==> src/rtl/pb_interval_timer.sv <==
// Programmable 16-bit down-count interval timer for the kcpsm6 port bus.
// Seven byte registers from BASE_ADDR; a level interrupt fires when the count expires.
module pb_interval_timer #(
    parameter logic [7:0] BASE_ADDR      = 8'h00,
    parameter logic [7:0] PRESCALE_RESET = 8'd99
) (
    input  logic       clk,
    input  logic       reset_n,
    input  logic [7:0] port_id,
    input  logic [7:0] out_port,
    input  logic       write_strobe,
    input  logic       read_strobe,
    output logic [7:0] in_port,
    output logic       interrupt,
    input  logic       interrupt_ack
);

    localparam logic [2:0] REG_CTRL      = 3'd0;
    localparam logic [2:0] REG_STATUS    = 3'd1;
    localparam logic [2:0] REG_PRESCALE  = 3'd2;
    localparam logic [2:0] REG_RELOAD_LO = 3'd3;
    localparam logic [2:0] REG_RELOAD_HI = 3'd4;
    localparam logic [2:0] REG_COUNT_LO  = 3'd5;
    localparam logic [2:0] REG_COUNT_HI  = 3'd6;

    logic        en_q, en_d;
    logic        auto_q, auto_d;
    logic        ie_q, ie_d;
    logic        exp_q, exp_d;
    logic        irq_q, irq_d;
    logic [7:0]  prescale_q, prescale_d;
    logic [7:0]  psc_q, psc_d;
    logic [7:0]  snap_q, snap_d;
    logic [7:0]  in_port_q, in_port_d;
    logic [15:0] reload_q, reload_d;
    logic [15:0] count_q, count_d;

    // Offset arithmetic wraps mod 256, so a window straddling 8'hFF still decodes.
    logic [7:0] offset;
    logic       hit;
    logic [2:0] reg_sel;
    logic       wr_ctrl, wr_status, wr_prescale, wr_reload_lo, wr_reload_hi;
    logic       rd_count_lo, tick, expire;

    assign offset       = port_id - BASE_ADDR;
    assign hit          = offset < 8'd7;
    assign reg_sel      = offset[2:0];
    assign wr_ctrl      = write_strobe && hit && (reg_sel == REG_CTRL);
    assign wr_status    = write_strobe && hit && (reg_sel == REG_STATUS);
    assign wr_prescale  = write_strobe && hit && (reg_sel == REG_PRESCALE);
    assign wr_reload_lo = write_strobe && hit && (reg_sel == REG_RELOAD_LO);
    assign wr_reload_hi = write_strobe && hit && (reg_sel == REG_RELOAD_HI);
    assign rd_count_lo  = read_strobe && hit && (reg_sel == REG_COUNT_LO);
    assign tick         = en_q && (psc_q == prescale_q);
    assign expire       = tick && (count_q == 16'd0);

    always_comb begin
        // NOTE: every output gets a default first, so no path can leave a latch behind.
        en_d       = en_q;
        auto_d     = auto_q;
        ie_d       = ie_q;
        exp_d      = exp_q;
        prescale_d = prescale_q;
        reload_d   = reload_q;
        count_d    = count_q;
        psc_d      = psc_q;
        snap_d     = snap_q;
        irq_d      = exp_q && ie_q;

        if (en_q) psc_d = tick ? 8'd0 : psc_q + 8'd1;

        if (tick) begin
            if (count_q != 16'd0) count_d = count_q - 16'd1;
            else if (auto_q)      count_d = reload_q;
            else                  en_d    = 1'b0;
        end

        // Set beats clear when expiry and acknowledge land on the same edge.
        if (interrupt_ack || (wr_status && out_port[0])) exp_d = 1'b0;
        if (expire) exp_d = 1'b1;

        // A CTRL write overrides the one-shot auto-disable; only a 0->1 edge restarts.
        if (wr_ctrl) begin
            en_d   = out_port[0];
            auto_d = out_port[1];
            ie_d   = out_port[2];
            if (out_port[0] && !en_q) begin
                count_d = reload_q;
                psc_d   = 8'd0;
            end
        end

        if (wr_prescale)  prescale_d     = out_port;
        if (wr_reload_lo) reload_d[7:0]  = out_port;
        if (wr_reload_hi) reload_d[15:8] = out_port;
        if (rd_count_lo)  snap_d         = count_q[15:8];
    end

    always_comb begin
        in_port_d = 8'h00;
        if (hit) begin
            case (reg_sel)
                REG_CTRL:      in_port_d = {5'b0, ie_q, auto_q, en_q};
                REG_STATUS:    in_port_d = {6'b0, en_q, exp_q};
                REG_PRESCALE:  in_port_d = prescale_q;
                REG_RELOAD_LO: in_port_d = reload_q[7:0];
                REG_RELOAD_HI: in_port_d = reload_q[15:8];
                REG_COUNT_LO:  in_port_d = count_q[7:0];
                REG_COUNT_HI:  in_port_d = snap_q;
                default:       in_port_d = 8'h00;
            endcase
        end
    end

    // NOTE: state is a handful of flops, not a memory, so every bit takes the async reset.
    always_ff @(posedge clk or negedge reset_n) begin
        if (!reset_n) begin
            en_q       <= 1'b0;
            auto_q     <= 1'b0;
            ie_q       <= 1'b0;
            exp_q      <= 1'b0;
            irq_q      <= 1'b0;
            prescale_q <= PRESCALE_RESET;
            psc_q      <= 8'd0;
            snap_q     <= 8'd0;
            in_port_q  <= 8'd0;
            reload_q   <= 16'd0;
            count_q    <= 16'd0;
        end else begin
            // NOTE: non-blocking so every flop samples the pre-edge values of the others.
            en_q       <= en_d;
            auto_q     <= auto_d;
            ie_q       <= ie_d;
            exp_q      <= exp_d;
            irq_q      <= irq_d;
            prescale_q <= prescale_d;
            psc_q      <= psc_d;
            snap_q     <= snap_d;
            in_port_q  <= in_port_d;
            reload_q   <= reload_d;
            count_q    <= count_d;
        end
    end

    assign in_port   = in_port_q;
    assign interrupt = irq_q;

endmodule

==> config.mk <==
export PLATFORM = sky130hd
export DESIGN_NAME = pb_interval_timer
export DESIGN_NICKNAME = d
export VERILOG_FILES = /design/src/rtl/pb_interval_timer.sv
export SDC_FILE = /design/constraint.sdc
export NUM_CORES = 1
export LEC_CHECK = 0
export ABC_AREA = 1
export BUFFER_PORTS_ARGS = -buffer_cell sky130_fd_sc_hd__clkbuf_2
export CORE_AREA = 2 2 103 75
export CTS_CLUSTER_SIZE = 25
export DETAILED_ROUTE_END_ITERATION = 8
export DIE_AREA = 0 0 105 77
export HOLD_SLACK_MARGIN = 0.06
export PLACE_DENSITY = 0.78
export RECOVER_POWER = 50
export SKIP_CTS_REPAIR_TIMING = 1
export SLEW_MARGIN = 20
export SYNTH_ARGS = -nofsm -noshare
export SYNTH_HDL_FRONTEND = slang
export SYNTH_SLANG_ARGS = --single-unit
==> constraint.sdc <==
create_clock -name clk -period 2.01 [get_ports clk]
set_input_delay 0.201 -clock clk [delete_from_list [all_inputs] [get_ports clk]]
set_output_delay 0.201 -clock clk [all_outputs]
set_load 0.05 [all_outputs]
==> reports/summary.md <==
The flow ran to the end, and the final reports show no timing, DRC or antenna violations. The number of hold-slack violations in the final timing report was 0; the total routing resource utilization after global routing was 31.82%. In this run the power spent charging and discharging nets is 1.463 mW. The register bit total from synthesis is 69.

The y dimension of the die is 77 microns. The number of sinks handled by clock tree synthesis is 69, and the placeable core region is 7092 sq um. The critical path runs through a total of 9 cells. By count the netlist is led by sky130_fd_sc_hd__nand2_1 (173), sky130_fd_sc_hd__inv_1 (74), sky130_fd_sc_hd__nor2_1 (72), sky130_fd_sc_hd__dfrtp_1 (65), sky130_fd_sc_hd__o21ai_0 (45). TritonCTS built the clock tree. Synthesis produced a netlist with a net count of 606.

In this run, flip-flops and latches consume 42.2% of the power. The count of nets left with antenna violations once routing finished came out at 0. Clock-pin slew was measured on the worst setup and hold paths at 80 ps.

The HPWL reported at the end of detailed placement is 9080 microns. Setup violations remaining at the end of the flow were counted as 0. By area the synthesized netlist is led by sky130_fd_sc_hd__dfrtp_1 (39%), sky130_fd_sc_hd__nand2_1 (16%), sky130_fd_sc_hd__inv_1 (6.7%). The critical path's top delay family was simple AND/OR/NAND/NOR gates. The number of synthesized flops with an enable pin was 0. OpenSTA, run right after detailed placement, puts the worst setup slack at 163.1 ps. The slew at the pin closest to its max-slew limit works out to 941.8 ps. Endpoint kind of the worst setup timing path: a register. The tools report the post-synthesis cell type count as 38. Max-slew violation count: 0. Measured against its own limit, the worst slew margin works out to 37.21%. In this design, the stage delay of the slowest critical-path cell is 470 ps. For this run, design rule violations remaining after detail routing come to 0.

The final critical path takes up 92.81% of the cycle. The run gives 2.840 mW as the internal power. The total power density per cell area is 929.2 nW/um^2. Pin placement for this block handled 30 I/O pins. The most frequently used cell type in the post-synthesis netlist was sky130_fd_sc_hd__nand2_1. For the number of warnings reported in the yosys synthesis log, the log shows 0.

After layout, the design draws a total of 4.303 mW. The buffer and inverter count on the worst path is 1, and the mux cell area share after synthesis is 0%. Area of the die: 8085 sq um. For this run, the leading register cell type out of synthesis is sky130_fd_sc_hd__dfrtp_1. The count of standard-cell rows was 26. Synthesis handed over a netlist of 582 instances.

The run gives 2290 ps as the required time at the worst-slack endpoint. Setup repair after global routing left no endpoint under its margin. Part of the Yosys area used for sequential elements: 41.83%. The top cell type by area accounts for 39.29% of the synthesized area. The startpoint-to-endpoint class of the critical path was register to register. In the routed layout, each cell is associated on average with a via count of 5.613. Of the cells placed in the final design, the portion with a size suffix greater than 1 is 12.14%. The mapped cell area came out at 4140 sq um. The tools report the worst setup slack after layout as 144.5 ps. Traced cell by cell, the critical path runs through nor2_1 > nand2_1 > nor2_1 > nand2_1 > inv_1 > nand2_1 > nand3_1 > o21ai_0 > nor2_1. Input and output buffers added on the ports amount to 29.

0 antenna diodes ended up in the layout. After global routing the overflow that remains totals 0. The async set-or-reset flop fraction in the synthesized netlist came out at 100.0%.

Across the run, the number of max-cap violations was 0. The effective utilization at floorplan is 58.38%. Along the worst path, the maximum fanout reaches 6. The number of levels the H-tree was split into was 3.

The logs give 70 for the maximum number of pins on one net before global-route repair and 6 for the detailed-routing iteration count for the pre-antenna-repair pass. The run gives 4064 as the total via count in the routed design. In this run, the clock network consumes 33.8% of the power. The area growth from synthesis to layout was 11.85%; the leakage power figure was 2.252 nW. The initial antenna violation count is 0, and the average routed wire per standard cell is 16.83 microns. The net count reported at finish came out at 645. The first global-routing pass estimated 19580 microns of wire.

The area share of xor/xnor cells in the synthesized design was 1.692%; the number of DRC violations after detailed-routing iteration 0 was 429. The tools report the CTS buffer count as 9. Routability-driven placement finished with a final weighted congestion of 0.9824.

The tools report the later-pin clock latency in the skew report as 360 ps. Timing would allow up to 536.0 MHz. The endpoint arrival time on the critical path was 2140 ps.

After Yosys synthesis, full adders, half adders and majority gates account for 0.9066% of the synthesized area. Cells fill 65.30% of the core in the end. Across the routed clock network, the largest skew measured is 7.658 ps.

The clock passes through at most 2 buffers. The slowest stage of the critical path belongs to the cell sky130_fd_sc_hd__dfrtp_1. The number of global-route vias before repair came out at 3726. sky130_fd_sc_hd__dfrtp_1 takes more of the synthesized area than any other cell. For the final routed wirelength across all metal layers, the log shows 12190 microns.

The cell sitting at the root of the clock tree is a sky130_fd_sc_hd__clkbuf_8. The kind of path behind the tightest hold check is primary input to register. The main combinational cell family by area after synthesis is simple AND/OR/NAND/NOR gates.

The category of the worst setup path launch point is a register. The die extent in x is 105 microns. The basic-gate share of the synthesized area counting and, or, nand and nor cells is 33.21%, and the synthesized-area fraction occupied by ao, oa, aoi and oai cells is 12.15%.

The worst hold path was traced through 3 stages. The maximum ir drop on the vdd rail is 0.6232 mV. The mean post-synth cell area was 7.114 sq um; the time the final worst path needs with I/O delays and setup was 1866 ps.

The post-route setup TNS was 0 ps; the fraction of power spent switching nets was 33.99%. The total of fill cells in the finished design is 673, and the depth of the most critical reg-to-reg path is 9. The proportion of power drawn by combinational gates was 24.0%.
==> power by group through the flow <==
| stage | sequential [mW] | combinational (mW) | clock [mW] |
|---|---|---|---|
| 6_report | 1.82 | 1.03 | 1.45 |
| 5_1_grt | 1.84 | 1.18 | 1.52 |
| 4_1_cts | 1.80 | 1.01 | 1.47 |
| 3_5_place_dp | 1.83 | 0.996 | 0 |
| 3_3_place_gp | 1.82 | 0.971 | 0 |
| 2_1_floorplan | 1.75 | 0.688 | 0 |
==> sequential cells by signal, indices dropped and copies added, names as in the netlist <==
name,cells
auto_q,1
count_q,16
en_q,1
exp_q,1
ie_q,1
in_port,8
interrupt,1
prescale_q,8
psc_q,8
reload_q,16
snap_q,8
==> per-stage QoR <==
step	hold slack, ps	cells	instance area (sq um)
finish	100.6	724	4631
global placement	249.3	706	4389
CTS	-122.6	722	4647
global route	102.9	724	4631
floorplan	-94.59	582	4140
detailed placement	254.9	706	4389
==> final cells by class <==
cell class                      instances  area, sq um  area share [%]
Multi-Input combinational cell        421         1962           42.37
Sequential cell                        69         1732           37.40
Inverter                               77        289.0           6.242
Timing Repair Buffer                   43        267.8           5.782
Clock buffer                           11        151.4           3.269
Tap cell                               98        122.6           2.648
Clock inverter                          5        106.4           2.297
==> worst reg2reg max path, cell delays in order, from the launching register on <==
cell	delay (ps)
sky130_fd_sc_hd__dfrtp_1	470
sky130_fd_sc_hd__nor2_1	200
sky130_fd_sc_hd__nand2_1	160
sky130_fd_sc_hd__nor2_1	170
sky130_fd_sc_hd__nand2_1	160
sky130_fd_sc_hd__inv_1	220
sky130_fd_sc_hd__nand2_1	90
sky130_fd_sc_hd__nand3_1	90
sky130_fd_sc_hd__o21ai_0	120
sky130_fd_sc_hd__nor2_1	130
==> cell families (layout without fill, tap and decap cells) <==
family | Yosys count | in the layout
and+or+nand+nor | 318 | 318
AOI/OAI and AO/OA | 92 | 92
buffers and inverters | 92 | 136
DFF | 69 | 69
xor gates and xnor gates | 8 | 8
adders and majority gates | 3 | 3
==> cell usage in the layout, fill, tap and decap left out, types with 3 or more instances in the layout <==
master	synthesis	routed
sky130_fd_sc_hd__nor2_1	72	72
sky130_fd_sc_hd__clkbuf_2	0	28
sky130_fd_sc_hd__inv_2	3	4
sky130_fd_sc_hd__a21oi_1	14	14
sky130_fd_sc_hd__dfstp_2	4	4
sky130_fd_sc_hd__clkbuf_8	0	11
sky130_fd_sc_hd__nand3_1	43	43
sky130_fd_sc_hd__nand4_1	6	6
sky130_fd_sc_hd__buf_4	1	10
sky130_fd_sc_hd__bufinv_16	0	3
sky130_fd_sc_hd__nand2_1	173	175
sky130_fd_sc_hd__o21ai_1	12	12
sky130_fd_sc_hd__or2_0	5	5
sky130_fd_sc_hd__nor3_1	6	6
sky130_fd_sc_hd__xor2_1	4	4
sky130_fd_sc_hd__inv_1	74	73
sky130_fd_sc_hd__dfrtp_1	65	65
sky130_fd_sc_hd__o21ai_0	45	45
sky130_fd_sc_hd__o22ai_1	10	10
sky130_fd_sc_hd__xnor2_1	4	4
sky130_fd_sc_hd__a211oi_1	5	5
==> layer usage <==
layer  vias up  share of wire, %  GRT usage (%)
li1       1940                 -              -
met1      1864                45          47.46
met2       239                40          43.31
met3        21                13          11.05
met4         0               1.7          9.200
met5         -                 0              0
==> path summary, 6_finish.rpt <==
path | start | end | slack [ps]
setup / recovery | count_q[6]$_DFF_PN0_ | count_q[6]$_DFF_PN0_ | 140
hold / removal | out_port[6] | prescale_q[6]$_DFFE_PN1P_ | 100
setup reg to reg | count_q[6]$_DFF_PN0_ | count_q[6]$_DFF_PN0_ | 140
hold reg to reg | snap_q[2]$_DFFE_PN0P_ | snap_q[2]$_DFFE_PN0P_ | 490
max in group asynchronous | reset_n | count_q[0]$_DFF_PN0_ | 740
min in group asynchronous | reset_n | snap_q[3]$_DFFE_PN0P_ | 670
Power figures use the tool's default switching activity.
